## config.mk

```make
export PLATFORM = sky130hd
export DESIGN_NAME = gpr_mp_flat
export DESIGN_NICKNAME = d
export VERILOG_FILES = /design/src/rtl/gpr_mp_if.sv /design/src/rtl/gpr_mp.sv /design/src/flat_wrapper.sv
export SDC_FILE = /design/constraint.sdc
export NUM_CORES = 2
export LEC_CHECK = 0
export CELL_PAD_IN_SITES_DETAIL_PLACEMENT = 1
export CELL_PAD_IN_SITES_GLOBAL_PLACEMENT = 2
export CORE_MARGIN = 2
export CORE_UTILIZATION = 36
export CTS_BUF_LIST = sky130_fd_sc_hd__clkbuf_4
export DETAILED_ROUTE_END_ITERATION = 8
export HOLD_SLACK_MARGIN = 0.1
export PLACE_DENSITY = 0.8
export SLEW_MARGIN = 20
export SYNTH_ARGS = -nofsm -noshare
export SYNTH_HDL_FRONTEND = slang
export SYNTH_SLANG_ARGS = --single-unit
```

## constraint.sdc

```tcl
create_clock -name clk -period 32.1 [get_ports clk]
set_input_delay 4.815 -clock clk [delete_from_list [all_inputs] [get_ports clk]]
set_output_delay 4.815 -clock clk [all_outputs]
set_load 0.02 [all_outputs]
```

## src/rtl/gpr_mp_if.sv

```systemverilog
// rtl/gpr_mp_if.sv - register file read/write/reserve bus bundle
interface gpr_mp_if #(
    parameter int DATA_W = 32,
    parameter int ADDR_W = 5,
    parameter int NUM_RD = 2
);
    logic                       flush;
    logic [NUM_RD*ADDR_W-1:0]   rd_addr;
    logic [NUM_RD*DATA_W-1:0]   rd_data;
    logic [NUM_RD-1:0]          rd_ready;
    logic                       wa_en;
    logic [ADDR_W-1:0]          wa_addr;
    logic [DATA_W/8-1:0]        wa_be;
    logic [DATA_W-1:0]          wa_data;
    logic                       wb_en;
    logic [ADDR_W-1:0]          wb_addr;
    logic [DATA_W/8-1:0]        wb_be;
    logic [DATA_W-1:0]          wb_data;
    logic                       rsv_en;
    logic [ADDR_W-1:0]          rsv_addr;
    logic                       rsv_ok;
    logic [DATA_W-1:0]          tap_out;

    modport master (
        output flush, rd_addr, wa_en, wa_addr, wa_be, wa_data,
               wb_en, wb_addr, wb_be, wb_data, rsv_en, rsv_addr,
        input  rd_data, rd_ready, rsv_ok, tap_out
    );

    modport slave (
        input  flush, rd_addr, wa_en, wa_addr, wa_be, wa_data,
               wb_en, wb_addr, wb_be, wb_data, rsv_en, rsv_addr,
        output rd_data, rd_ready, rsv_ok, tap_out
    );
endinterface

```

## src/rtl/gpr_mp.sv

```systemverilog
// rtl/gpr_mp.sv - multi-port register file with byte-merged writes and pending scoreboard
module gpr_mp #(
    parameter int DATA_W   = 32,
    parameter int ADDR_W   = 5,
    parameter int NUM_RD   = 2,
    parameter int ZERO_REG = 1,
    parameter int TAP_IDX  = 5
) (
    input  logic     clk,
    input  logic     rst,
    gpr_mp_if.slave  bus
);
    localparam int DEPTH = 1 << ADDR_W;
    localparam int NB    = DATA_W / 8;
    localparam logic [ADDR_W-1:0] TAP_A = ADDR_W'(TAP_IDX);

    if (DATA_W % 8 != 0) begin : g_bad_width
        $error("gpr_mp: DATA_W must be a multiple of 8");
    end
    if (TAP_IDX < 0 || TAP_IDX >= DEPTH) begin : g_bad_tap
        $error("gpr_mp: TAP_IDX out of range");
    end

    logic [DATA_W-1:0] r_mem [DEPTH];
    logic [DEPTH-1:0]  r_pend;

    logic [DATA_W-1:0] w_next [DEPTH];
    logic [DEPTH-1:0]  w_clr;
    logic              w_rsv_ok;

    // Post-edge value of every register; reads take it from here, which gives the bypass.
    always_comb begin
        for (int r = 0; r < DEPTH; r++) begin
            w_next[r] = r_mem[r];
            for (int k = 0; k < NB; k++) begin
                if (bus.wb_en && bus.wb_addr == ADDR_W'(r) && bus.wb_be[k])
                    w_next[r][k*8 +: 8] = bus.wb_data[k*8 +: 8];
                else if (bus.wa_en && bus.wa_addr == ADDR_W'(r) && bus.wa_be[k])
                    w_next[r][k*8 +: 8] = bus.wa_data[k*8 +: 8];
            end
            if (ZERO_REG != 0 && r == 0)
                w_next[r] = '0;
            w_clr[r] = (bus.wa_en && bus.wa_addr == ADDR_W'(r) && (|bus.wa_be)) ||
                       (bus.wb_en && bus.wb_addr == ADDR_W'(r) && (|bus.wb_be));
        end
    end

    always_comb begin
        logic [ADDR_W-1:0] w_ra;
        bus.rd_data  = '0;
        bus.rd_ready = '0;
        for (int i = 0; i < NUM_RD; i++) begin
            w_ra = bus.rd_addr[i*ADDR_W +: ADDR_W];
            bus.rd_data[i*DATA_W +: DATA_W] = w_next[w_ra];
            bus.rd_ready[i] = !r_pend[w_ra] || w_clr[w_ra];
        end
    end

    // Register 0 never gets its pending bit set when hardwired, so no special case is needed here.
    assign w_rsv_ok    = bus.rsv_en && !bus.flush &&
                         (!r_pend[bus.rsv_addr] || w_clr[bus.rsv_addr]);
    assign bus.rsv_ok  = w_rsv_ok;
    assign bus.tap_out = r_mem[TAP_A];

    always_ff @(posedge clk or posedge rst) begin
        if (rst) begin
            r_pend <= '0;
            for (int r = 0; r < DEPTH; r++)
                r_mem[r] <= '0;
        end else begin
            for (int r = 0; r < DEPTH; r++)
                r_mem[r] <= w_next[r];
            if (bus.flush) begin
                r_pend <= '0;
            end else begin
                for (int r = 0; r < DEPTH; r++) begin
                    if (w_rsv_ok && bus.rsv_addr == ADDR_W'(r) && !(ZERO_REG != 0 && r == 0))
                        r_pend[r] <= 1'b1;
                    else if (w_clr[r])
                        r_pend[r] <= 1'b0;
                end
            end
        end
    end
endmodule

```

## src/flat_wrapper.sv

```systemverilog
// flat-port wrapper written by rule: the top's interface ports become plain ports
module gpr_mp_flat 
#(
    parameter int DATA_W   = 32,
    parameter int ADDR_W   = 5,
    parameter int NUM_RD   = 2,
    parameter int ZERO_REG = 1,
    parameter int TAP_IDX  = 5
)
  (clk, rst, bus_flush, bus_rd_addr, bus_wa_en, bus_wa_addr, bus_wa_be, bus_wa_data, bus_wb_en, bus_wb_addr, bus_wb_be, bus_wb_data, bus_rsv_en, bus_rsv_addr, bus_rd_data, bus_rd_ready, bus_rsv_ok, bus_tap_out);
  gpr_mp_if #(.DATA_W(DATA_W), .ADDR_W(ADDR_W), .NUM_RD(NUM_RD)) bus_i ();
  input  logic clk;
  input  logic rst;
  input wire logic [$bits(bus_i.flush)-1:0] bus_flush;
  input wire logic [$bits(bus_i.rd_addr)-1:0] bus_rd_addr;
  input wire logic [$bits(bus_i.wa_en)-1:0] bus_wa_en;
  input wire logic [$bits(bus_i.wa_addr)-1:0] bus_wa_addr;
  input wire logic [$bits(bus_i.wa_be)-1:0] bus_wa_be;
  input wire logic [$bits(bus_i.wa_data)-1:0] bus_wa_data;
  input wire logic [$bits(bus_i.wb_en)-1:0] bus_wb_en;
  input wire logic [$bits(bus_i.wb_addr)-1:0] bus_wb_addr;
  input wire logic [$bits(bus_i.wb_be)-1:0] bus_wb_be;
  input wire logic [$bits(bus_i.wb_data)-1:0] bus_wb_data;
  input wire logic [$bits(bus_i.rsv_en)-1:0] bus_rsv_en;
  input wire logic [$bits(bus_i.rsv_addr)-1:0] bus_rsv_addr;
  output wire logic [$bits(bus_i.rd_data)-1:0] bus_rd_data;
  output wire logic [$bits(bus_i.rd_ready)-1:0] bus_rd_ready;
  output wire logic [$bits(bus_i.rsv_ok)-1:0] bus_rsv_ok;
  output wire logic [$bits(bus_i.tap_out)-1:0] bus_tap_out;
  assign bus_i.flush = bus_flush;
  assign bus_i.rd_addr = bus_rd_addr;
  assign bus_i.wa_en = bus_wa_en;
  assign bus_i.wa_addr = bus_wa_addr;
  assign bus_i.wa_be = bus_wa_be;
  assign bus_i.wa_data = bus_wa_data;
  assign bus_i.wb_en = bus_wb_en;
  assign bus_i.wb_addr = bus_wb_addr;
  assign bus_i.wb_be = bus_wb_be;
  assign bus_i.wb_data = bus_wb_data;
  assign bus_i.rsv_en = bus_rsv_en;
  assign bus_i.rsv_addr = bus_rsv_addr;
  assign bus_rd_data = bus_i.rd_data;
  assign bus_rd_ready = bus_i.rd_ready;
  assign bus_rsv_ok = bus_i.rsv_ok;
  assign bus_tap_out = bus_i.tap_out;
  gpr_mp #(.DATA_W(DATA_W), .ADDR_W(ADDR_W), .NUM_RD(NUM_RD), .ZERO_REG(ZERO_REG), .TAP_IDX(TAP_IDX)) u_core (.clk(clk), .rst(rst), .bus(bus_i));
endmodule
```

==> flow_summary.yaml <==
outcome:
  status: "finished with violations"
  violations: "DRC"
floorplanning:
  start_util_pct: 36.2
  rows: 154
  num_io_pins: 202
  chipHeight_um: 425
  die_w_um: 425
  die_area_um2: 180000
  coreArea_um2: 176000
pwr:
  netSwitchingPower_mw: 1.75
  p_leak_nw: 29.0
  comb_power_share_pct: 32.2
  p_clk_share_pct: 29.7
  p_per_area_nw_per_um2: 63.0
  pwr-share-seq_pct: 38.1
  peakVddDrop_mv: 0.0526
  p_sw_share_pct: 38.9
  intPower_mw: 2.75
yosys:
  synth-main-ff-cell: "dfrtp_1"
  netlist_area_um2: 63800
  synth_top_area_share_pct: 40.2
  syn_avg_cell_area_um2: 8.13
  synth_largest_area_cell: "dfrtp_1"
  synth_edf_count: 0
  postSynthCellCount: 7843
  synth_fp_nets: 7946
  ys_types: 84
  async_reset_ff_share_pct: 100
  synth_warnings: 0
  synth_area_leaders: "dfrtp_1, nor2_1, a22oi_1, a21oi_1, o22ai_1"
  synth_seq_cells: 1023
  yosysSeqAreaShare_pct: 40.2
worst_setup_path:
  cp.required_ps: 27280
  r2r_slack_ps: 29520
  crit_type: "input port to output port"
  end_kind: "output port"
  worstSetupStartpoint: "bus_wa_addr[4]"
  slowest_delay_ps: 1030
  arrival_ps: 11070
  r2r_cells: 7
  crit_family: "buffers and inverters"
  reg2reg_to: "u_core.r_pend[11]"
  timing.rr.start: "u_core.r_pend[15]"
  slowest_stage: "nor4_1"
  worstPathCellList: "clkdlybuf4s50_1 -> and4b_4 -> buf_4 -> buf_4 -> nand2_1 -> a221oi_1 -> nor2_1 -> a22oi_1 -> a221oi_1 -> nor4_1 -> a31oi_1 -> clkdlybuf4s50_1"
  path_buf_inv: 4
  cp_max_fo: 49
  cp-start-kind: "input port"
worst_hold_path:
  min_from: "u_core.r_pend[10]"
  hold_class: "register to register"
  min_path_cells: 2
  holdPathEnd: "u_core.r_pend[10]"
grt:
  grt_util_met3_pct: 21.4
  gr-total-overflow: 0
  top_usage_layer: "met2"
  antenna_found_initial: 49
  grt_pass1_wl_mm: 597
  grtUsageTotal_pct: 46.5
  use_met1_pct: 54.5
  use_met2_pct: 63.5
  grt_pass1_vias: 76200
  grt_max_degree: 99
clock_network:
  clock-sinks: 1023
  postCtsSetupBuffers: 0
  clkLatencyLatePin_ps: 1490
  cts-resized-gates: 0
  clkTransAtPathRegs_ps: 60
  ctsLongestPathBuffers: 4
  hold_buffers: 0
  cts_buffers: 332
  cts_max_level: 5
  root_buffer: "clkbuf_4"
  cts_tree: "done"
timing:
  fmax_mhz: 63.0
  tightest_slew_ps: 1290
  hold_viol_final: 0
  setup_viol: 0
  period_share_pct: 49.5
  slew_violations: 0
  fin_ws_ps: 16220
  skew_ps: 39.5
  grt_setup_unrepaired: "no"
  max-slew-margin-rel_pct: 13.7
  finalSetupTns_ps: 0
  period_minus_slack_ps: 15880
drt:
  num_vias: 78800
  drtIter0Drc: 14000
  drc: 2
  vias_per_cell: 7.59
  post_drt_wl_per_cell_um: 42.0
  drtAntennaViolNets: 0
  drtPass1Iterations: 9
  finalWirelength_mm: 436
placed_design:
  place_area_um2: 67600
  gp_congestion: 1.02
  dpl.hpwl_mm: 277
  io_buffers: 201
  pre_cts_ws_ps: 16620
layout:
  area_growth_pct: 12.1
  fin_nets: 7915
  fin_util_pct: 40.6
  nFillCells: 21100
  stdcell_area_um2: 71500
  drive_gt1_share_pct: 11.8
job:
  cap_violations: 0
[power by group through the flow]
stage	Combinational (mW)	Sequential (mW)	Clock [mW]
floorplan	0.887	1.71	0
global placement	1.33	1.71	0
detailed placement	1.37	1.73	0
CTS	1.37	1.71	1.32
global route	1.50	1.74	1.39
finish	1.45	1.72	1.34
[through the flow]
stage                     hold slack, ps  total power, mW  instances
after floorplan                      529             2.60       7843
after global placement               558             3.04       9817
after detailed placement             571             3.09       9817
after CTS                            583             4.40      10300
after global routing                 610             4.62      10300
final                                588             4.50      10400
[tightest hold or removal path: stages (launching register included)]
cell	delay, ps
dfrtp_1	400
nand2_1	70
o22ai_1	70
[state kept, by name, indices dropped and copies added, names as in the netlist]
signal              count
u_core.r_mem          960
u_core.bus.tap_out     32
u_core.r_pend          31
[how the worst max path moves through the flow]
stage / slack (ps) / cells after the start / end
2_1_floorplan: 13190 / 1 / u_core.bus.tap_out[0]
3_3_place_gp: 16750 / 12 / bus_rd_data[24]
3_5_place_dp: 16620 / 12 / bus_rd_data[24]
4_1_cts: 16620 / 12 / bus_rd_data[24]
5_1_grt: 16390 / 12 / bus_rd_data[24]
6_report: 16220 / 12 / bus_rd_data[24]
[routing by layer]
metal / vias to the layer above / wire [um]
met4: 32 / 44800
met5: - / 208
met1: 38900 / 151000
met2: 7819 / 173000
li1: 29500 / -
met3: 2488 / 67100
[cells by family after synthesis]
family | Yosys count | synth area share [%]
AOI/OAI and AO/OA | 3197 | 32.9
and+or+nand+nor | 2467 | 16.7
DFF | 1023 | 40.2
buffers and inverters | 942 | 6.11
muxes | 214 | 4.13
[area by class of cell]
type                       instances  area [um2]  area share (%)
multi-input combinational       5878       34700            48.5
timing repair buffer             467        4050            5.66
tap                             2340        2930            4.10
clock buffer                     462        3470            4.85
inverter                         110         422           0.590
sequential                      1023       25600            35.8
clock inverter                    43         190           0.266
antenna                           57         143           0.200
[layout by cell type (no fill, tap or decap), types with 27 or more instances in the layout]
cell type	synthesis	final
o211ai_1	34	34
buf_4	44	268
nor3_1	164	164
nand3_1	65	65
o21ai_0	474	474
a21oi_1	742	742
inv_1	103	98
a32oi_1	30	30
diode_2	0	57
clkinv_1	7	39
a221o_1	48	48
nor2_1	1380	1355
o221ai_1	70	70
mux2i_1	138	138
o21ai_1	29	29
a22oi_1	681	681
mux2_2	41	41
dfrtp_1	1023	1023
mux4_2	35	35
o22a_1	27	27
a221oi_1	240	240
clkdlybuf4s50_1	0	187
nand2_1	612	585
o22ai_1	411	411
a211oi_1	83	83
a31oi_1	135	135
clkbuf_4	0	462
[cells in the mapped netlist, types with 12 or more instances]
master,number
a22oi_1,681
mux4_2,35
o32ai_1,18
nand3_1,65
o21ai_0,474
a222oi_1,14
and3b_1,16
and4b_1,27
nand4_1,19
nor3_1,164
o221ai_1,70
mux2_2,41
a221oi_1,240
o2111ai_1,22
buf_2,144
o22ai_1,411
nor4_1,28
a221o_1,48
and4_1,15
and2_1,12
o22a_1,27
clkbuf_1,581
inv_1,103
o31ai_1,13
o211ai_1,34
buf_4,44
nand3b_1,15
and3_1,18
a2111oi_0,20
nor2_1,1380
nor4bb_1,20
a31oi_1,135
nand2_1,612
mux2i_1,138
o21ai_1,29
a21oi_1,742
dfrtp_1,1023
a211oi_1,83
buf_1,57
a32oi_1,30
a22o_1,16
Power figures use the tool's default switching activity.
